$ cat src/rtl/muldiv_pkg.sv
// Shared types and operation-decode helpers for the iterative RV32M multiply/divide unit.
package muldiv_pkg;

    typedef enum logic [2:0] {
        OP_MUL    = 3'b000,
        OP_MULH   = 3'b001,
        OP_MULHSU = 3'b010,
        OP_MULHU  = 3'b011,
        OP_DIV    = 3'b100,
        OP_DIVU   = 3'b101,
        OP_REM    = 3'b110,
        OP_REMU   = 3'b111
    } muldiv_op_e;

    typedef enum logic [2:0] {
        ST_IDLE,
        ST_PREP,
        ST_CALC,
        ST_FIX,
        ST_DONE
    } muldiv_state_e;

    function automatic logic is_div(muldiv_op_e op);
        return op[2];
    endfunction

    function automatic logic a_signed(muldiv_op_e op);
        return op inside {OP_MUL, OP_MULH, OP_MULHSU, OP_DIV, OP_REM};
    endfunction

    function automatic logic b_signed(muldiv_op_e op);
        return op inside {OP_MUL, OP_MULH, OP_DIV, OP_REM};
    endfunction

endpackage

$ cat src/rtl/muldiv_unit.sv
// Iterative RV32M multiply/divide: one bit per cycle over a shared 2*W accumulator,
// sign handled as magnitude + fix-up, result held in DONE until accepted.
module muldiv_unit
    import muldiv_pkg::*;
#(
    parameter int unsigned DATA_WIDTH = 32,
    parameter int unsigned OP_LENGTH  = 3
) (
    input  logic                  clk,
    input  logic                  rst_n,
    input  logic                  flush,
    input  logic                  in_valid,
    output logic                  in_ready,
    input  logic [DATA_WIDTH-1:0] SrcA,
    input  logic [DATA_WIDTH-1:0] SrcB,
    input  logic [OP_LENGTH-1:0]  Operation,
    output logic                  out_valid,
    input  logic                  out_ready,
    output logic [DATA_WIDTH-1:0] Result
);

    localparam int unsigned W     = DATA_WIDTH;
    localparam int unsigned CNT_W = $clog2(DATA_WIDTH) + 1;

    muldiv_state_e    state, state_d;
    muldiv_op_e       op_q, op_d;
    logic [W-1:0]     a_q, a_d, b_q, b_d;
    logic [W-1:0]     opnd_q, opnd_d;
    logic [2*W-1:0]   acc_q, acc_d;
    logic [CNT_W-1:0] cnt_q, cnt_d;
    logic             neg_q, neg_d, neg_r_q, neg_r_d;
    logic [W-1:0]     result_d;
    logic             out_valid_d;

    logic             a_neg, b_neg;
    logic [W-1:0]     a_mag, b_mag, quot, rem;
    logic [W:0]       mul_sum, div_diff;
    logic [2*W-1:0]   prod;

    // Next-state and datapath
    always_comb begin
        state_d     = state;
        op_d        = op_q;
        a_d         = a_q;
        b_d         = b_q;
        opnd_d      = opnd_q;
        acc_d       = acc_q;
        cnt_d       = cnt_q;
        neg_d       = neg_q;
        neg_r_d     = neg_r_q;
        result_d    = Result;
        out_valid_d = out_valid;

        a_neg    = a_signed(op_q) & a_q[W-1];
        b_neg    = b_signed(op_q) & b_q[W-1];
        a_mag    = a_neg ? -a_q : a_q;
        b_mag    = b_neg ? -b_q : b_q;
        mul_sum  = {1'b0, acc_q[2*W-1:W]} + {1'b0, opnd_q};
        div_diff = acc_q[2*W-1:W-1] - {1'b0, opnd_q};
        prod     = neg_q ? -acc_q : acc_q;
        quot     = neg_q ? -acc_q[W-1:0] : acc_q[W-1:0];
        rem      = neg_r_q ? -acc_q[2*W-1:W] : acc_q[2*W-1:W];

        unique case (state)
            ST_IDLE: begin
                if (in_valid && !flush) begin
                    op_d    = muldiv_op_e'(Operation[2:0]);
                    a_d     = SrcA;
                    b_d     = SrcB;
                    state_d = ST_PREP;
                end
            end
            ST_PREP: begin
                neg_d   = a_neg ^ b_neg;
                neg_r_d = a_neg;
                cnt_d   = CNT_W'(W);
                if (is_div(op_q) && b_q == '0) begin
                    result_d    = (op_q inside {OP_REM, OP_REMU}) ? a_q : '1;
                    out_valid_d = 1'b1;
                    state_d     = ST_DONE;
                end else if ((op_q inside {OP_DIV, OP_REM}) && a_q == {1'b1, {(W-1){1'b0}}}
                             && b_q == '1) begin
                    result_d    = (op_q == OP_DIV) ? a_q : '0;
                    out_valid_d = 1'b1;
                    state_d     = ST_DONE;
                end else begin
                    opnd_d  = is_div(op_q) ? b_mag : a_mag;
                    acc_d   = {{W{1'b0}}, (is_div(op_q) ? a_mag : b_mag)};
                    state_d = ST_CALC;
                end
            end
            ST_CALC: begin
                // Restoring divide keeps the quotient in the low half, remainder in the high half
                if (is_div(op_q)) begin
                    acc_d = div_diff[W] ? {acc_q[2*W-2:0], 1'b0}
                                        : {div_diff[W-1:0], acc_q[W-2:0], 1'b1};
                end else begin
                    acc_d = acc_q[0] ? {mul_sum, acc_q[W-1:1]} : {1'b0, acc_q[2*W-1:1]};
                end
                cnt_d = cnt_q - CNT_W'(1);
                if (cnt_q == CNT_W'(1)) begin
                    state_d = ST_FIX;
                end
            end
            ST_FIX: begin
                unique case (op_q)
                    OP_MUL:                       result_d = prod[W-1:0];
                    OP_MULH, OP_MULHSU, OP_MULHU: result_d = prod[2*W-1:W];
                    OP_DIV, OP_DIVU:              result_d = quot;
                    default:                      result_d = rem;
                endcase
                out_valid_d = 1'b1;
                state_d     = ST_DONE;
            end
            ST_DONE: begin
                if (out_ready) begin
                    out_valid_d = 1'b0;
                    state_d     = ST_IDLE;
                end
            end
            default: state_d = ST_IDLE;
        endcase

        if (flush) begin
            out_valid_d = 1'b0;
            state_d     = ST_IDLE;
        end
    end

    always_ff @(posedge clk or negedge rst_n) begin
        if (!rst_n) begin
            state     <= ST_IDLE;
            op_q      <= OP_MUL;
            a_q       <= '0;
            b_q       <= '0;
            opnd_q    <= '0;
            acc_q     <= '0;
            cnt_q     <= '0;
            neg_q     <= 1'b0;
            neg_r_q   <= 1'b0;
            Result    <= '0;
            out_valid <= 1'b0;
            in_ready  <= 1'b1;
        end else begin
            state     <= state_d;
            op_q      <= op_d;
            a_q       <= a_d;
            b_q       <= b_d;
            opnd_q    <= opnd_d;
            acc_q     <= acc_d;
            cnt_q     <= cnt_d;
            neg_q     <= neg_d;
            neg_r_q   <= neg_r_d;
            Result    <= result_d;
            out_valid <= out_valid_d;
            in_ready  <= (state_d == ST_IDLE);
        end
    end

endmodule

$ cat config.mk
export PLATFORM = sky130hd
export DESIGN_NAME = muldiv_unit
export DESIGN_NICKNAME = d
export VERILOG_FILES = /design/src/rtl/muldiv_pkg.sv /design/src/rtl/muldiv_unit.sv
export SDC_FILE = /design/constraint.sdc
export NUM_CORES = 1
export LEC_CHECK = 0
export BUFFER_PORTS_ARGS = -buffer_cell sky130_fd_sc_hd__buf_2
export CORE_MARGIN = 2
export CORE_UTILIZATION = 30
export CTS_CLUSTER_SIZE = 16
export DETAILED_ROUTE_END_ITERATION = 12
export REMOVE_ABC_BUFFERS = 1
export SYNTH_ARGS = -nofsm -noshare
export SYNTH_HDL_FRONTEND = slang
export SYNTH_SLANG_ARGS = --single-unit
$ cat constraint.sdc
create_clock -name clk -period 10.38 [get_ports clk]
set_clock_uncertainty 0.2 [all_clocks]
set_input_delay 0.519 -clock clk [delete_from_list [all_inputs] [get_ports clk]]
set_output_delay 0.519 -clock clk [all_outputs]
set_load 0.05 [all_outputs]
; ---- Word level (Yosys, flattened, before mapping)
; Index checks and enable logic that the tools add are counted.
[word_totals]
ff_bits = 208
input_bits = 72
out_inout_bits = 34
word_cells = 99
[classes]
n_addsub = 8
n_eq_ne = 19
mux = 32
bitwise = 5
reduce_logical = 23
[op_table]
columns = cell, count
row1 = $mux 64, 6
row2 = $mux 32, 10
row3 = $neg 32->32, 4
row4 = $pmux 64 s2, 1
row5 = $pmux 32 s3, 1
row6 = $eq 32x32->1 const B, 2
row7 = $neg 64->64, 1
row8 = $pmux 32 s2, 1
row9 = $add 32x32->33, 1
row10 = $sub 33x32->33, 1
row11 = $logic_not 32->1, 1
row12 = $mux 3, 6
row13 = $eq 3x3->1 const B, 5
row14 = $pmux 3 s5, 1
row15 = $eq 3x2->1 const B, 4
row16 = $pmux 6 s2, 1
row17 = $logic_not 3->1, 3
row18 = $reduce_and 3->1, 3
row19 = $reduce_bool 2->1, 4
row20 = $reduce_bool 4->1, 2
row21 = $eq 3x1->1 const B, 2
row22 = $eq 6x1->1 const B, 1
row23 = $ne 3x3->1 const B, 2
row24 = $sub 6x1->6 const B, 1
row25 = 13 further kinds, 23

; ---- Logic depth before layout (Yosys ltp)
[logic_depth]
depth_word = 9
ltp_mapped = 15
ltp_nobuf = 13

; ---- Least setup slack after synthesis
; Ideal clock, no wire load.
[synth_path]
path_kind = register -> register
startpoint = register acc_q[31]
endpoint = register acc_q[42]
setup_time_ps = 120
arrival_time_ps = 3162
required_time_ps = 10060
setup_slack_ps = 6898
path_stages_with_launch = 15
path_buffers = 1
period_less_slack_ps = 3482
path_cell_list = dfrtp_1 -> inv_1 -> ha_1 -> inv_1 -> fa_1 -> a211oi_1 -> o211ai_1 -> nand3_1 -> a21oi_1 -> or4_1 -> nand4_1 -> buf_2 -> mux2i_1 -> a211oi_1 -> a31o_2
[synth_via]
elab_chain_len = 4
[synth_lines]
columns = item, line
row1 = from (decl), muldiv_unit.sv:29  ; logic [2*W-1:0] acc_q, acc_d;
row2 = from (signal assigned), muldiv_unit.sv:137  ; acc_q <= '0;
row3 = from (signal assigned), muldiv_unit.sv:150  ; acc_q <= acc_d;
row4 = $sub 33x32->33, muldiv_unit.sv:59  ; div_diff = acc_q[2*W-1:W-1] - {1'b0, opnd_q};
row5 = $mux 64, muldiv_unit.sv:95  ; acc_d = div_diff[W] ? {acc_q[2*W-2:0], 1'b0}
row6 = $mux 64, muldiv_unit.sv:94  ; if (is_div(op_q)) begin
row7 = $pmux 64 s2, muldiv_unit.sv:64  ; unique case (state)
; No other way between the ends.
; A chain may end at the register's enable or synchronous reset.

; ---- Worst setup path in the final report
[layout_path]
startpoint = register a_q[1]
endpoint = register opnd_q[13]
[layout_via]
elab_chain_len = 5
word_cells_on_any_way = 8
classes_between = 1 x add/sub / 1 x eq/ne / 2 x mux / 1 x bitwise / 3 x reduce/logical
[layout_lines]
columns = item, line
row1 = from (decl), muldiv_unit.sv:27  ; logic [W-1:0] a_q, a_d, b_q, b_d;
row2 = from (signal assigned), muldiv_unit.sv:134  ; a_q <= '0;
row3 = from (signal assigned), muldiv_unit.sv:147  ; a_q <= a_d;
row4 = "parallel branches: the longest is 5 deep, another holds $neg 32->32", -
row5 = to (signal assigned), muldiv_unit.sv:149  ; opnd_q <= opnd_d;
row6 = to (decl), muldiv_unit.sv:28  ; logic [W-1:0] opnd_q, opnd_d;
; Several ways; the timed one is not identified.

==> results.yml <==
sta:
  fmax_ghz: 0.212
  setup_slack_ns: 5.66
  drv_slew: 0
  max_slew.worst_pin.slew_ns: 1.18
  rsz0062_at_grt: "false"
  hold_viol_final: 0
  min_period_over_period_pct: 45.5
  layout_min_cycle_time_ns: 4.72
  setup_tns_ns: 0
  maxSlewHeadroom_pct: 20.3
  setup_viol: 0
cts:
  post_cts_buffers: 0
  cts_buffers: 25
  htreeDepth: 1
  cts_tree: "built"
  cts_max_path_buffers: 3
  clk_pin_slew_worst_paths_ns: 0.06
  cts-root-buf: "clkbuf_16"
  numClockSinks: 208
  worstSkewPairLatency_ns: 0.56
drt:
  dr.pass1.iters: 6
  ant_nets: 0
  num_vias: 17000
  wire_per_inst_um: 21.5
  vias_per_cell: 5.71
  drc_errors: 0
  totalWireLength_um: 64000
  drt_iter0_markers: 1885
logic_synthesis:
  synth_most_common_cell: "nand2_1"
  ys_seq_area_share_pct: 29.6
  syn_inst: 2156
  syn_area_um2: 17600
  avgSynthCellArea_um2: 8.15
  synth_top_area_share_pct: 29.5
  synthTopCellsByArea: "dfrtp_1 (29%), a21oi_1 (5.2%), mux2_2 (5.1%)"
  netlist_top_cells_count: "nand2_1 (228), dfrtp_1 (207), a21oi_1 (181)"
  synth-seq-cells: 208
  synth_top_cell_by_area: "dfrtp_1"
  yosysUniqueCellTypes: 82
  synth-edff-count: 0
  ys.flop_type: "dfrtp_1"
  synth-async-reset-ratio_pct: 100
  ys.warnings.count: 0
global_route:
  grt_pass1_wl_um: 98700
  grt_max_degree: 79
  gr-total-overflow: 0
  antenna_found_initial: 2
  top_usage_layer: "met2"
  grtUsageMet1_pct: 28.1
  grt_pass1_vias: 16700
  use_met2_pct: 34.0
  grt_util_met3_pct: 2.65
  grt_usage_pct: 20.8
critical_path:
  r2r_slack_ns: 5.66
  worst-setup-path-type: "flip-flop to flip-flop"
  cpMaxStageDelayCell: "nor4b_1"
  crit_fanout: 63
  critPathBufInv: 2
  max_stage_delay_ns: 0.73
  cp.required_ns: 10.62
  cp-end-kind: "flip-flop"
  worstPathCellList: "inv_1 > ha_1 > nor4b_1 > nand4_1 > nor3_1 > a41o_1 > nor2_1 > nand2_4 > buf_4 > mux2_2"
  r2r_cells: 10
  startpoint_type: "flip-flop"
  critical_path.top_delay_family: "simple AND/OR/NAND/NOR gates"
  cp.depth: 10
  cp.arrival_ns: 4.96
placement:
  dpl.hpwl_um: 47200
  gp_congestion: 0.968
  dp_cells: 2891
  dp_slack_ns: 5.73
  io_buffers: 105
floorplan:
  die_y_um: 246
  pin_count: 106
  core_um2: 57800
  rows: 88
  die-area_um2: 60500
  initial_core_util_pct: 30.4
  die_w_um: 246
run_status:
  status: "finished, final reports clean"
layout:
  instances_no_fill: 2981
  final-seq-area_um2: 5210
  n_antenna_cell: 0
  multiInputGateArea_um2: 11500
  fillCellCount: 5996
  final_net_count: 2344
  drive_above_1_share_pct: 12.7
  areaGrowthSynthToFinish_pct: 14.2
power:
  p_leak_nw: 8.41
  vdd_drop_max_uv: 202
  p_per_area_nw_per_um2: 342
hold_path:
  hp-class: "input port to flip-flop"
  min_path_cells: 2
flow_run:
  cap_violations: 0
## cell type report
type,instances,share of cell area [%]
clock inverter,11,1.17
clock buffer,33,3.47
sequential,208,26.0
inverter,67,1.25
tap,765,4.77
timing repair buffer,175,5.87
multi-input combinational,1722,57.5
## path summary, 6_finish.rpt
kind,start,end
max in group asynchronous,rst_n,b_q[3]
worst max register to register,a_q[1],opnd_q[13]
min in group asynchronous,rst_n,Result[30]
worst max-delay path,a_q[1],opnd_q[13]
worst min register to register,cnt_q[5],cnt_q[5]
worst min-delay path,SrcA[3],a_q[3]
## worst reg2reg max path: stages (launching register included)
cell and delay (ns):
dfrtp_1 0.41, inv_1 0.08, ha_1 0.19, nor4b_1 0.73, nand4_1 0.44, nor3_1 0.70, a41o_1 0.32, nor2_1 0.13
nand2_4 0.39, buf_4 0.62, mux2_2 0.40
## through the flow
stage / hold slack [ns] / instance area [um^2] / util (%) / power, mW
after floorplan: 0.0234 / 16900 / - / 4.51
after CTS: 0.000103 / 20100 / 34.7 / 6.81
final: 0.0121 / 20100 / 34.7 / 6.87
after global routing: 0.00337 / 20100 / 34.7 / 7.35
after detailed placement: 0.267 / 18700 / 32.3 / 5.73
after global placement: 0.269 / 18700 / 32.3 / 5.70
## cells in the final DEF, fill, tap and decap left out, types with 8 or more instances in the layout
master	netlist	layout
a211oi_1	32	32
a21o_1	31	31
a21oi_1	181	180
a221o_1	8	8
a221oi_1	13	13
a22oi_1	10	10
a31oi_1	30	30
and2_1	13	13
and3_1	11	11
buf_2	14	104
buf_4	1	24
clkbuf_16	0	25
dfrtp_1	207	205
dlygate4sd3_1	0	46
ha_1	71	71
inv_1	66	66
mux2_2	80	80
mux2i_1	62	62
nand2_1	228	227
nand2b_1	18	18
nand3_1	44	43
nand4_1	25	25
nor2_1	154	154
nor2b_1	13	13
nor3_1	45	44
nor4_1	12	12
o211ai_1	19	19
o21a_1	14	14
o21ai_0	180	179
o221ai_1	43	43
o22ai_1	12	12
o31ai_1	33	33
o41ai_1	9	9
or3_1	27	27
or4_1	16	16
xnor2_1	94	94
xor2_1	81	81
## power breakdown
group          switching (mW)  leakage, nW  internal, mW
logic                    2.57         5.34          1.61
registers               0.588         2.61          1.09
clock network           0.380        0.449         0.642
## cells by family after synthesis
| kind of cell | count (synthesis) | share of synthesized area, % |
|---|---|---|
| buffers and inverters | 226 | 4.99 |
| XOR/XNOR | 175 | 8.73 |
| multiplexers | 142 | 8.66 |
| adder cells (fa/ha/maj) | 73 | 5.29 |
| flip-flops | 208 | 29.6 |
| AND/OR/NAND/NOR | 645 | 17.6 |
| AO/OA/AOI/OAI | 687 | 25.1 |
## per-layer routing
| metal | vias up | part of all wire, % | wire length [um] |
|---|---|---|---|
| li1 | 8006 | - | - |
| met3 | 126 | 6.9 | 4440 |
| met4 | 2 | 3.4 | 2200 |
| met5 | - | 0.020 | 13 |
| met2 | 711 | 46 | 29500 |
| met1 | 8182 | 43 | 27800 |
## state kept, by name, indices dropped and copies added (netlist names)
name and count:
acc_q 64, neg_q 1, Result 32, cnt_q 6
op_q 3, out_valid 1, a_q 32, opnd_q 32
state 3, in_ready 1, b_q 32, neg_r_q 1
## timing repair
item / 4_1_cts / 5_1_grt
gates resized for setup: 0 / 0
hold buffers: 46 / 0
endpoints found under the hold margin: 122 / 0
(Power assumes the default switching activity.)
